[src/rtl/sprite_pixel_fetch.sv]
`default_nettype none
// ============================================================================
// Module      : sprite_pixel_fetch
// Description : Per-pixel compositor between the draw_* object modules and the
//               VGA pins. For each pixel strobe it selects the highest-priority
//               object hit (index 0 wins), reads the shared synchronous sprite
//               ROM and falls back to the background address on a miss. It
//               also falls back when the object pixel equals the colour key.
//               The pixel is presented, with delayed syncs, on the next strobe.
//               Build option: define SPRITE_COLOR_KEY_EN to enable the
//               colour-key fallback. Without it, object pixels are opaque.
// Revision    : 1.0 - initial release
// ============================================================================
module sprite_pixel_fetch #(
    parameter int                NUM_OBJ     = 4,
    parameter int                ADDR_W      = 17,
    parameter int                RGB_W       = 12,
    parameter int                ROM_DEPTH   = 86400,
    parameter logic [RGB_W-1:0]  TRANSPARENT = 12'hF0F
) (
    input  logic                      clk,
    input  logic                      rst_n,
    input  logic                      i_pix_en,
    input  logic                      i_valid,
    input  logic                      i_hsync,
    input  logic                      i_vsync,
    input  logic [NUM_OBJ-1:0]        i_obj_hit,
    input  logic [NUM_OBJ*ADDR_W-1:0] i_obj_addr,
    input  logic [ADDR_W-1:0]         i_bg_addr,
    output logic [ADDR_W-1:0]         o_rom_addr,
    input  logic [RGB_W-1:0]          i_rom_data,
    output logic [3:0]                o_vga_r,
    output logic [3:0]                o_vga_g,
    output logic [3:0]                o_vga_b,
    output logic                      o_hsync,
    output logic                      o_vsync,
    output logic                      o_overrun
);

    typedef enum logic [1:0] {
        S_IDLE      = 2'd0,
        S_FETCH     = 2'd1,
        S_CHECK_OBJ = 2'd2,
        S_CHECK_BG  = 2'd3
    } state_t;

    // One extra bit so the depth limit compares without truncation
    localparam logic [ADDR_W:0] c_ROM_LIMIT = ROM_DEPTH[ADDR_W:0];

`ifdef SPRITE_COLOR_KEY_EN
    localparam logic c_USE_KEY = 1'b1;
`else
    localparam logic c_USE_KEY = 1'b0;
`endif

    state_t            r_state;
    state_t            w_state_nxt;
    logic              r_valid_l;
    logic              r_hs_l;
    logic              r_vs_l;
    logic              r_hit_any_l;
    logic [ADDR_W-1:0] r_obj_addr_l;
    logic [ADDR_W-1:0] r_bg_addr_l;
    logic [RGB_W-1:0]  r_pix_nxt;
    logic [RGB_W-1:0]  r_rgb;
    logic              r_hsync;
    logic              r_vsync;
    logic              r_overrun;

    logic [ADDR_W-1:0] w_sel_addr;
    logic              w_hit_any;
    logic [ADDR_W-1:0] w_obj_addr_clamp;
    logic [ADDR_W-1:0] w_bg_addr_clamp;
    logic              w_key_hit;
    logic              w_pix_load;
    logic [ADDR_W-1:0] w_rom_addr;

    // Priority select: scan from lowest priority up so index 0 overrides all
    always_comb begin
        w_sel_addr = '0;
        w_hit_any  = 1'b0;
        for (int i = NUM_OBJ - 1; i >= 0; i--) begin
            if (i_obj_hit[i]) begin
                w_sel_addr = i_obj_addr[i*ADDR_W +: ADDR_W];
                w_hit_any  = 1'b1;
            end
        end
    end

    // Out-of-range addresses are replaced by 0 before they are latched
    assign w_obj_addr_clamp = ({1'b0, w_sel_addr} >= c_ROM_LIMIT) ? '0 : w_sel_addr;
    assign w_bg_addr_clamp  = ({1'b0, i_bg_addr}  >= c_ROM_LIMIT) ? '0 : i_bg_addr;

    // Colour key compare is common; the build option decides whether it matters
    assign w_key_hit = c_USE_KEY & (i_rom_data == TRANSPARENT);

    // State register
    always_ff @(posedge clk or negedge rst_n) begin
        if (!rst_n) begin
            r_state <= S_IDLE;
        end else begin
            r_state <= w_state_nxt;
        end
    end

    // Next-state, ROM address and pixel-load decode; a new strobe always wins
    always_comb begin
        w_state_nxt = r_state;
        w_rom_addr  = '0;
        w_pix_load  = 1'b0;
        case (r_state)
            S_IDLE: begin
                w_state_nxt = S_IDLE;
            end
            S_FETCH: begin
                w_rom_addr  = r_hit_any_l ? r_obj_addr_l : r_bg_addr_l;
                w_state_nxt = S_CHECK_OBJ;
            end
            S_CHECK_OBJ: begin
                if (!r_hit_any_l || !w_key_hit) begin
                    w_pix_load  = 1'b1;
                    w_state_nxt = S_IDLE;
                end else begin
                    w_rom_addr  = r_bg_addr_l;
                    w_state_nxt = S_CHECK_BG;
                end
            end
            S_CHECK_BG: begin
                w_pix_load  = 1'b1;
                w_state_nxt = S_IDLE;
            end
            default: begin
                w_state_nxt = S_IDLE;
            end
        endcase
        if (i_pix_en) begin
            w_pix_load  = 1'b0;
            w_state_nxt = S_FETCH;
        end
    end

    assign o_rom_addr = w_rom_addr;

    // Pixel latches, one-pixel-delayed outputs and sticky overrun flag
    always_ff @(posedge clk or negedge rst_n) begin
        if (!rst_n) begin
            r_valid_l    <= 1'b0;
            r_hs_l       <= 1'b1;
            r_vs_l       <= 1'b1;
            r_hit_any_l  <= 1'b0;
            r_obj_addr_l <= '0;
            r_bg_addr_l  <= '0;
            r_pix_nxt    <= '0;
            r_rgb        <= '0;
            r_hsync      <= 1'b1;
            r_vsync      <= 1'b1;
            r_overrun    <= 1'b0;
        end else if (i_pix_en) begin
            r_rgb        <= r_pix_nxt;
            r_hsync      <= r_hs_l;
            r_vsync      <= r_vs_l;
            r_valid_l    <= i_valid;
            r_hs_l       <= i_hsync;
            r_vs_l       <= i_vsync;
            r_hit_any_l  <= w_hit_any;
            r_obj_addr_l <= w_obj_addr_clamp;
            r_bg_addr_l  <= w_bg_addr_clamp;
            if (r_state != S_IDLE) begin
                r_overrun <= 1'b1;
            end
        end else if (w_pix_load) begin
            r_pix_nxt <= r_valid_l ? i_rom_data : '0;
        end
    end

    assign o_vga_r   = r_rgb[RGB_W-1 -: 4];
    assign o_vga_g   = r_rgb[RGB_W-5 -: 4];
    assign o_vga_b   = r_rgb[RGB_W-9 -: 4];
    assign o_hsync   = r_hsync;
    assign o_vsync   = r_vsync;
    assign o_overrun = r_overrun;

endmodule
`default_nettype wire
[config.mk]
export PLATFORM = sky130hd
export DESIGN_NAME = sprite_pixel_fetch
export DESIGN_NICKNAME = d
export VERILOG_FILES = /design/src/rtl/sprite_pixel_fetch.sv
export SDC_FILE = /design/constraint.sdc
export NUM_CORES = 1
export LEC_CHECK = 0
export CAP_MARGIN = 20
export CORE_MARGIN = 4
export CORE_UTILIZATION = 35
export DETAILED_ROUTE_END_ITERATION = 6
export PLACE_DENSITY_LB_ADDON = 0.25
export SLEW_MARGIN = 20
export SYNTH_ARGS = -nofsm -noshare
export SYNTH_HDL_FRONTEND = slang
export SYNTH_SLANG_ARGS = --single-unit
[constraint.sdc]
create_clock -name clk -period 2.2 [get_ports clk]
set_clock_uncertainty 0.1 [all_clocks]
set_input_delay 0.66 -clock clk [delete_from_list [all_inputs] [get_ports clk]]
set_output_delay 0.66 -clock clk [all_outputs]
set_load 0.02 [all_outputs]
==> summary.txt <==
Worst setup path
  • Worst setup SP type: flip-flop
  • Critical Path AT: 1.38 ns
  • Setup CP Type: flip-flop to output pin
  • Max Fanout on Critical Path: 17
  • Worst endpoint required time: 1.44 ns
  • Crit end category: output pin

Power and ir drop
  • Comb pwr share: 29.2%
  • Power per cell area: 624 nW/um^2
  • Switching pwr: 0.985 mW
  • Cell Int Power: 2.45 mW
  • Sequential Power Share: 44.0%
  • Clock Power Share: 26.9%
  • Sw Share: 28.7%
  • VDD IR max: 452 uV
  • Static leakage: 2.56 nW

Logic synthesis
  • Number of flops mapped to enable cells by yosys: 0
  • Sequential share of the synthesized area: 49.3%
  • Synth Area in Compound Gates: 19.0%
  • Mapped Area: 3410 sq um
  • Mux contribution to synthesized area: 13.5%
  • Synth top area share: 46.2%
  • Largest family of logic cells by synthesized area: compound AO/OA/AOI/OAI gates
  • Synth Area in Adders: 0%
  • Cells after Synth: 347
  • Top post-synthesis cells by area: dfrtp_1, mux2i_1, mux2_2
  • Prevailing post-synth register cell: dfrtp_1
  • Post-synthesis cell type count: 35
  • Post-Synth XOR/XNOR Area: 0%
  • Synth cell count leaders: dfrtp_1, nand2_1, o21ai_0
  • FFs w/ async S/R, synth: 100%
  • Yosys reg bits: 67
  • Most instantiated library cell after synthesis: dfrtp_1
  • Warnings, synthesis: 0
  • Area leader, netlist: dfrtp_1
  • Synth Area in Simple Gates: 11.6%
  • Syn_nets: 454
  • Syn_area_per_cell: 9.83 sq um

Route
  • # DRC: 0
  • Routed WL: 10200 microns
  • Post-route ant nets: 0
  • DR pass1 iterations: 4
  • Routed WL per cell: 15.6 microns
  • Via density: 4.92
  • DRT iter0 DRCs: 167
  • Vias: 3218

Global routing
  • GRT Residual Overflow: 0
  • Vias in the first global route: 3333
  • First-pass GRT wire length: 16300 microns
  • Tot GR Track Use: 17.8%
  • Largest net degree at the start of global routing: 68
  • Antenna violations before repair: 0

STA
  • Final setup viols: 0
  • Period Utilization, post-route: 97.3%
  • Crit path time final: 2.14 ns
  • Worst Setup Slack, final: 0.0587 ns
  • Max-slew violations: 0
  • FMAX: 467 MHz
  • Worst slew pin tran: 0.380 ns
  • Max_slew headroom: 74.7%
  • RSZ-0062 raised after global routing: true
  • Hold Vio Cnt, Final: 0

Status
  • Status: finished clean

Placement
  • Worst slack, placed: -0.639 ns
  • Port Buf Inserts: 138
  • Gp weighted congestion: 0.830
  • Area after DPL: 5130 sq um
  • Cells after DPL: 628
  • Hpwl dp: 7600 microns

Layout
  • Final std cells w/o fill: 654
  • Filler Cell Count: 839
  • Layout cells sized above 1: 27.2%
  • P&R area growth vs syn: 61.3%
  • Final #Nets: 627
  • Ant diodes: 0
  • Final instance area: 5500 sq um
  • Final Core Density: 58.7%

Job
  • Max_cap viols: 0

Clock network
  • CTS Sinks: 67
  • Reg clk slew, reported paths: 0.07 ns
  • CTS tree: yes
  • Clock Tree Root: clkbuf_8
  • CTS H-tree depth: 3
  • Clock Path Buffers: 2
  • Hold Buf Count CTS: 0
  • Clock Latency Late Sink: 0.33 ns
  • CTS buffer count: 9

Die
  • Die H: 107 microns
  • Full die area: 11400 sq um
  • Die width: 107 microns
  • Num ports: 139
  • Starting Density: 36.4%
  • Rows: 35
  • Area of the core: 9370 sq um

Worst hold path
  • Worst min-delay path class: input port to async pin
[path summary, 6_finish.rpt]
check	to	slack (ns)	from	cells past startpoint
max	o_rom_addr[16]	0.06	r_hit_any_l	4
min	r_pix_nxt[11]	0.22	rst_n	2
max in group asynchronous	r_bg_addr_l[16]	1.46	rst_n	2
min in group clk	o_overrun	0.36	o_overrun	1
min reg2reg	o_overrun	0.36	o_overrun	1
max reg2reg	r_pix_nxt[11]	1.03	r_state[1]	4
[logic make-up (layout without fill, tap and decap cells)]
kind of cell / Yosys count / count (layout)
buffers and inverters: 48 / 226
AND/OR/NAND/NOR: 88 / 88
multiplexers: 44 / 44
AO/OA/AOI/OAI: 100 / 100
flip-flops: 67 / 67
[final cells by class]
class	count	area [sq um]	area share (%)
Timing Repair Buffer	189	1740	31.7
Inverter	21	78.8	1.43
Multi-Input combinational cell	232	1660	30.1
Sequential cell	67	1680	30.6
Clock inverter	2	10.0	0.182
Clock buffer	14	173	3.14
Tap cell	129	161	2.93
[layout by cell type, fill, tap and decap left out, drive strengths merged, types with 10 or more instances in the layout]
master and instances:
a21oi 27, a221oi 10, a22oi 11, buf 70, clkbuf 18, clkdlybuf4s50 105, dfrtp 63, inv 21
mux2 17, mux2i 27, nand2 42, nor2 26, o21ai 31, o22ai 13
[power by group through the flow]
stage          sequential (mW)  combinational, mW  clock [mW]
4_1_cts                   1.51              0.979       0.950
5_1_grt                   1.53               1.09        1.02
3_5_place_dp              1.53              0.956           0
2_1_floorplan             1.55              0.400           0
6_report                  1.51               1.00       0.924
3_3_place_gp              1.52              0.944           0
[metal layers]
layer / up-vias / global-route usage, % / part of all wire (%)
li1: 1559 / - / -
met1: 1524 / 22.4 / 43
met2: 123 / 29.8 / 47
met3: 12 / 5.06 / 8.7
met4: 0 / 5.21 / 1.1
met5: - / 0 / 0
[state kept, by name, indices dropped and copies added (netlist names), 2 cells and up]
signal / cells
r_bg_addr_l: 17
r_obj_addr_l: 17
r_pix_nxt: 12
r_rgb: 12
r_state: 2
[through the flow]
stage	total power, mW	TNS (ns)	hold slack [ns]
floorplan	1.95	0	0.264
global placement	2.47	-15.94	0.356
CTS	3.44	-0.0235	0.243
finish	3.44	0	0.220
detailed placement	2.49	-16.64	0.357
global route	3.64	-0.0602	0.262
[worst max-delay path: stages (launching register included)]
cell and delay, ns:
dfrtp_1 0.39, buf_12 0.19, mux2i_4 0.25, nor2_1 0.06
buf_2 0.15
[what timing repair did]
item                                   in CTS  in global routing
setup endpoints to repair                  48                 34
gates cloned                                1                  1
endpoints found under the hold margin       0                  0
pin swaps                                  12                 18
buffers inserted                            4                  4
resized for setup                         104                 37
Power figures use the tool's default switching activity.
